[src/rtl/block_cost_engine.sv]
// Block matching cost engine: accumulates per-row SSD/SAD between shifted left/right
// pixel windows over one block through a 3-stage pipeline, then holds the result.
module block_cost_engine #(
   parameter int  BLOCK_SIZE  = 6,
   parameter int  PIXEL_WIDTH = 8,
   parameter int  COST_MODE   = 0,
   localparam int SW          = $clog2(BLOCK_SIZE),
   localparam int COST_W      = (COST_MODE != 0 ? PIXEL_WIDTH : 2*PIXEL_WIDTH)
                                + $clog2(BLOCK_SIZE*BLOCK_SIZE)
) (
   input  logic                              clk_in,
   input  logic                              rst_in,
   input  logic                              row_valid_in,
   input  logic                              row_last_in,
   output logic                              row_ready_out,
   input  logic [SW-1:0]                     left_shift_in,
   input  logic [SW-1:0]                     right_shift_in,
   input  logic [BLOCK_SIZE*PIXEL_WIDTH-1:0] left_front_row_in,
   input  logic [BLOCK_SIZE*PIXEL_WIDTH-1:0] left_back_row_in,
   input  logic [BLOCK_SIZE*PIXEL_WIDTH-1:0] right_front_row_in,
   input  logic [BLOCK_SIZE*PIXEL_WIDTH-1:0] right_back_row_in,
   output logic                              cost_valid_out,
   input  logic                              cost_ready_in,
   output logic [COST_W-1:0]                 cost_out,
   output logic                              row_err_out
);

   localparam int unsigned N     = BLOCK_SIZE;
   localparam int unsigned W     = PIXEL_WIDTH;
   localparam int          PC_W  = (COST_MODE != 0) ? PIXEL_WIDTH : 2*PIXEL_WIDTH;
   localparam int          CNT_W = $clog2(BLOCK_SIZE+2);
   localparam logic [CNT_W-1:0] CNT_N   = CNT_W'(BLOCK_SIZE);
   localparam logic [CNT_W-1:0] CNT_MAX = CNT_W'(BLOCK_SIZE+1);

   typedef enum logic [1:0] {ACCUM, DRAIN, HOLD} state_t;

   state_t              state_q, state_d;
   logic [CNT_W-1:0]    cnt_q, cnt_d;
   logic [COST_W-1:0]   acc_q, acc_d;
   logic [COST_W-1:0]   cost_q, cost_d;
   logic                err_q, err_d;
   logic                s1_valid_q, s1_valid_d, s1_last_q, s1_last_d;
   logic                s2_valid_q, s2_valid_d, s2_last_q, s2_last_d;
   logic [N*W-1:0]      lwin_q, lwin_d, rwin_q, rwin_d;
   logic [PC_W-1:0]     pc_q [N];
   logic [PC_W-1:0]     pc_d [N];
   logic [COST_W-1:0]   row_sum;
   logic                accept;

   // Window pixel i is pixel (i+s) of the 2N-pixel sequence {back, front}.
   function automatic logic [N*W-1:0] window(input logic [N*W-1:0] back,
                                             input logic [N*W-1:0] front,
                                             input logic [SW-1:0]  shift);
      logic [2*N*W-1:0] cat;
      logic [N*W-1:0]   win;
      int unsigned      s;
      cat = {back, front};
      s   = 32'(shift);
      if (s > N-1) s = N-1;
      win = '0;
      for (int unsigned i = 0; i < N; i++)
         win[(N-1-i)*W +: W] = cat[(2*N-1-i-s)*W +: W];
      return win;
   endfunction

   function automatic logic [PC_W-1:0] pixel_cost(input logic [W-1:0] l, input logic [W-1:0] r);
      logic [W-1:0]    d;
      logic [PC_W-1:0] de;
      d  = (l > r) ? l - r : r - l;
      de = PC_W'(d);
      if (COST_MODE != 0) return de;
      return de * de;
   endfunction

   always_comb begin
      state_d        = state_q;
      cnt_d          = cnt_q;
      acc_d          = acc_q;
      cost_d         = cost_q;
      err_d          = err_q;
      accept         = 1'b0;
      row_ready_out  = 1'b0;
      cost_valid_out = 1'b0;

      row_sum = '0;
      for (int unsigned i = 0; i < N; i++)
         row_sum = row_sum + COST_W'(pc_q[i]);
      if (s2_valid_q) acc_d = acc_q + row_sum;

      case (state_q)
         ACCUM: begin
            row_ready_out = ~rst_in;
            accept        = row_valid_in & ~rst_in;
            if (accept) begin
               cnt_d = (cnt_q == CNT_MAX) ? cnt_q : cnt_q + 1'b1;
               if (row_last_in) state_d = DRAIN;
            end
         end
         DRAIN: begin
            // No rows enter after the last one, so the counter is final here.
            if (s2_valid_q && s2_last_q) begin
               cost_d  = acc_q + row_sum;
               err_d   = (cnt_q != CNT_N);
               state_d = HOLD;
            end
         end
         HOLD: begin
            cost_valid_out = ~rst_in;
            if (cost_ready_in) begin
               state_d = ACCUM;
               acc_d   = '0;
               cnt_d   = '0;
            end
         end
         default: state_d = ACCUM;
      endcase

      s1_valid_d = accept;
      s1_last_d  = accept & row_last_in;
      lwin_d     = window(left_back_row_in, left_front_row_in, left_shift_in);
      rwin_d     = window(right_back_row_in, right_front_row_in, right_shift_in);
      s2_valid_d = s1_valid_q;
      s2_last_d  = s1_last_q;
      for (int unsigned i = 0; i < N; i++)
         pc_d[i] = pixel_cost(lwin_q[(N-1-i)*W +: W], rwin_q[(N-1-i)*W +: W]);
   end

   always_ff @(posedge clk_in) begin
      if (rst_in) begin
         state_q    <= ACCUM;
         cnt_q      <= '0;
         acc_q      <= '0;
         cost_q     <= '0;
         err_q      <= 1'b0;
         s1_valid_q <= 1'b0;
         s1_last_q  <= 1'b0;
         s2_valid_q <= 1'b0;
         s2_last_q  <= 1'b0;
      end else begin
         state_q    <= state_d;
         cnt_q      <= cnt_d;
         acc_q      <= acc_d;
         cost_q     <= cost_d;
         err_q      <= err_d;
         s1_valid_q <= s1_valid_d;
         s1_last_q  <= s1_last_d;
         s2_valid_q <= s2_valid_d;
         s2_last_q  <= s2_last_d;
      end
   end

   always_ff @(posedge clk_in) begin
      lwin_q <= lwin_d;
      rwin_q <= rwin_d;
      pc_q   <= pc_d;
   end

   assign cost_out    = rst_in ? '0 : cost_q;
   assign row_err_out = rst_in ? 1'b0 : err_q;

endmodule

[config.mk]
export PLATFORM = sky130hd
export DESIGN_NAME = block_cost_engine
export DESIGN_NICKNAME = d
export VERILOG_FILES = /design/src/rtl/block_cost_engine.sv
export SDC_FILE = /design/constraint.sdc
export NUM_CORES = 1
export LEC_CHECK = 0
export BUFFER_PORTS_ARGS = -buffer_cell sky130_fd_sc_hd__buf_4
export CORE_ASPECT_RATIO = 1.4
export CORE_MARGIN = 4
export CORE_UTILIZATION = 63
export CTS_CLUSTER_SIZE = 16
export DETAILED_ROUTE_END_ITERATION = 8
export GPL_TIMING_DRIVEN = 0
export PLACE_DENSITY_LB_ADDON = 0.08
export REMOVE_ABC_BUFFERS = 1
export SYNTH_ARGS = -nofsm -noshare
export SYNTH_HDL_FRONTEND = slang
export SYNTH_SLANG_ARGS = --single-unit
export TNS_END_PERCENT = 20
[constraint.sdc]
create_clock -name clk_in -period 7.8 [get_ports clk_in]
set_clock_uncertainty 0.05 [all_clocks]
set_input_delay 0 -clock clk_in [delete_from_list [all_inputs] [get_ports clk_in]]
set_output_delay 0 -clock clk_in [all_outputs]
set_load 0.02 [all_outputs]
==> impl_results.md <==
* Share of layout cells above drive strength 1 at 13.57%
* Area Growth Syn to Fin at 16.04%
* Post-layout minimum cycle time at 6.985 ns
* Hold endpoint: lwin_q[34]
* Worst Path Buf+Inv at 3
* RR Startpoint: rwin_q[33]
* Status: completed
* Worst-case reg-to-reg path depth at 25
* Final WL at 77540 microns
* Hold Crit Class: input pin to flop
* Kind of cell adding the most delay to the critical path: adder cells
* Longest Clk Path Bufs at 3
* Post-Syn Instances at 3198
* Worst-path maximum fanout at 8
* CP peak stage delay at 0.62 ns
* Core area at 45010 sq um
* Syn avg cell area at 8.970 sq um
* I/O pins at 228
* Clock Tree Root: clkbuf_16
* Relative slew slack at 10.40%
* Async S/R FF share, synth at 0%
* Largest net degree at the start of global routing at 87
* Routed wl met3 at 4675 microns
* Initial Util at 63.74%
* CTS tree: yes
* Post-layout util at 73.96%
* Hold path depth at 4
* Clock slew at reported path FFs at 0.07 ns
* Detail Route Antenna Nets at 0
* Initial DRC Count at 1419
* Data arrival, critical path at 7.37 ns
* Met1 WL at 27180 microns
* CP max stage cell: xnor2_1
* Netlist cell types at 85
* Vias/cell at 5.911
* Gpl congestion at 0.9574
* Vias at 24360
* RSZ-0062 raised after global routing: no
* Port Buf Inserts at 227
* Clock sinks at 240
* Vias in the first global route at 25540
* Full die area at 49060 sq um
* DRC violations left at 0
* Initial antenna violation count at 1
* Nets at 4245
* DP HPWL at 62670 microns
* Final setup viols at 0
* Post_cts resized at 0
* Global-route wire length before repair at 126600 microns
* Hold Startpoint: left_back_row_in[42]
* EDFF count, synth at 0
* WP data required at 8.18 ns
* Highest routed layer: met5
* Die Wd at 188.4 microns
* Slew Limit Fails at 0
* Register area share after synthesis at 16.75%
* CTS Buf Count at 24
* Max-Cap Viols at 0
* CP Launch Type: flop
* Rows at 92
* Skew-Pair Late Insertion Delay at 0.54 ns
* Die Y-Extent at 260.5 microns
* H-tree depth at 1
* Total GRT Usage at 31.56%
* Final hold violation count at 0
* DR WL met2 at 39670 microns
* CP Capture Type: flop
* Worst reg2reg endpoint: pc_q[79]
* Setup tns final at 0 ns
* Synth Flop Type: dfxtp_1
* F_max at 0.1432 GHz
* Syn. warnings at 0
* TritonRoute pass-1 iters at 5
* Worst R2R Setup Slack at 0.81 ns
* Setup CP Type: flop to flop
* Global route overflow at 0
* Synth Cell Area at 28690 sq um
* Measured slew at the worst slew-check pin at 1.342 ns
* FF+latch count, synth at 240
* Routed length per placed instance at 18.82 microns
* Final period util at 89.55%
-- kinds of logic after synthesis --
kind of cell | after synthesis | share of synthesized area [%]
AOI/OAI and AO/OA | 518 | 11.51
xor gates and xnor gates | 148 | 4.623
DFF | 240 | 16.75
buffers and inverters | 599 | 7.999
other | 2 | 0.02618
muxes | 271 | 14.90
adders and majority gates | 551 | 30.23
and+or+nand+nor | 869 | 13.96
-- worst max path at each step --
| stage | depth (start not counted) | slack, ns | endpoint | startpoint |
|---|---|---|---|---|
| 4_1_cts | 25 | 0.84 | pc_q[79] | rwin_q[33] |
| 3_3_place_gp | 10 | -2.03 | rwin_q[19] | right_shift_in[2] |
| 6_report | 25 | 0.81 | pc_q[79] | rwin_q[33] |
| 3_5_place_dp | 25 | 0.88 | pc_q[79] | rwin_q[33] |
| 5_1_grt | 25 | 0.36 | pc_q[79] | rwin_q[33] |
| 2_1_floorplan | 9 | 0.84 | rwin_q[19] | right_shift_in[2] |
-- area by class of cell --
| cell class | count | area (sq um) |
|---|---|---|
| multi-input combinational | 2363 | 21650 |
| fill | 3339 | 11720 |
| sequential | 240 | 4805 |
| timing repair buffer | 400 | 3542 |
| inverter | 462 | 1742 |
| tap | 611 | 764.5 |
| clock buffer | 32 | 671.9 |
| clock inverter | 11 | 113.9 |
| antenna | 1 | 2.502 |
-- Yosys cell counts, drive strengths merged, types with 6 or more instances --
master	number	area share, %
nor3b	8	0.21
or2	39	0.85
nor3	46	0.82
or3	17	0.39
and2	17	0.37
a21o	38	0.99
inv	461	6.0
clkbuf	83	1.1
o21a	21	0.55
fa	237	17
a211oi	42	1.1
o41ai	10	0.31
nor2b	80	1.7
o31ai	6	0.16
nand2	239	3.1
mux2i	143	5.0
nand2b	28	0.61
mux4	123	9.7
a21oi	156	2.7
and3	12	0.26
xnor2	109	3.4
dfxtp	240	17
xor2	39	1.2
o21ai	96	1.7
nand3	51	0.92
o22ai	33	0.74
nand4	15	0.33
ha	314	14
o21bai	11	0.29
nor2	307	4.0
buf	54	0.87
a31oi	61	1.4
-- flip-flops by register name, indices dropped and copies added (netlist names) --
signal,cells
state_q,2
s2_valid_q,1
lwin_q,48
rwin_q,48
cnt_q,3
pc_q,90
acc_q,22
s1_last_q,1
cost_q,22
s1_valid_q,1
s2_last_q,1
err_q,1
-- metal layers --
| metal | up-vias | track usage [%] |
|---|---|---|
| li1 | 11370 | - |
| met1 | 11720 | 34.23 |
| met2 | 993 | 57.86 |
| met3 | 272 | 3.907 |
| met4 | 2 | 20.47 |
| met5 | - | 0 |
-- worst reg2reg max path, stage by stage, from the launching register on --
cell and delay, ns:
dfxtp_1 0.55, inv_1 0.15, fa_1 0.44, a21o_1 0.20, a21o_1 0.19, a21o_1 0.20, and2_1 0.28, nor3b_1 0.23
a31oi_1 0.07, xnor2_1 0.62, nor2_1 0.14, fa_1 0.48, fa_1 0.49, ha_1 0.29, inv_1 0.05, fa_1 0.47
inv_1 0.04, ha_1 0.31, a21o_1 0.19, a21oi_1 0.22, nor2b_1 0.07, o21ai_0 0.22, a21oi_1 0.13, a41o_1 0.28
o41ai_1 0.30, xnor2_1 0.22
-- placed cells by master, fill, tap and decap left out, types with 30 or more instances in the layout --
cell / Yosys / final
mux4_2: 123 / 123
ha_1: 314 / 312
nand2_1: 238 / 238
o22ai_1: 32 / 32
a211oi_1: 42 / 42
o21ai_0: 84 / 84
a31oi_1: 60 / 60
nor3_1: 45 / 45
a21oi_1: 154 / 153
dfxtp_1: 240 / 240
xor2_1: 37 / 36
mux2i_1: 142 / 142
or2_2: 30 / 30
fa_1: 237 / 237
nor2_1: 306 / 306
dlygate4sd3_1: 0 / 161
xnor2_1: 107 / 105
a21o_1: 38 / 36
inv_1: 456 / 454
nor2b_1: 80 / 80
nand3_1: 49 / 49
buf_4: 0 / 227
-- through the flow --
step	cell area, sq um	setup WS (ns)	hold WS [ns]	std cells
final	33290	0.8148	0.01769	4120
after global routing	33290	0.3614	0.01661	4119
after CTS	33230	0.8387	0.0005653	4117
after detailed placement	30840	0.8768	0.2146	3913
after global placement	30610	-2.033	0.2050	3903
after floorplan	28140	0.8397	0.01907	3065
-- what timing repair did --
item                                   CTS  global route
setup endpoints to repair                0             0
hold buffers                           161             0
buffers inserted                         0             0
endpoints found under the hold margin  101             0
Power is left out: the tool's default activity adds up to more than one toggle a clock period on the data nets, which glitch-free logic cannot reach.
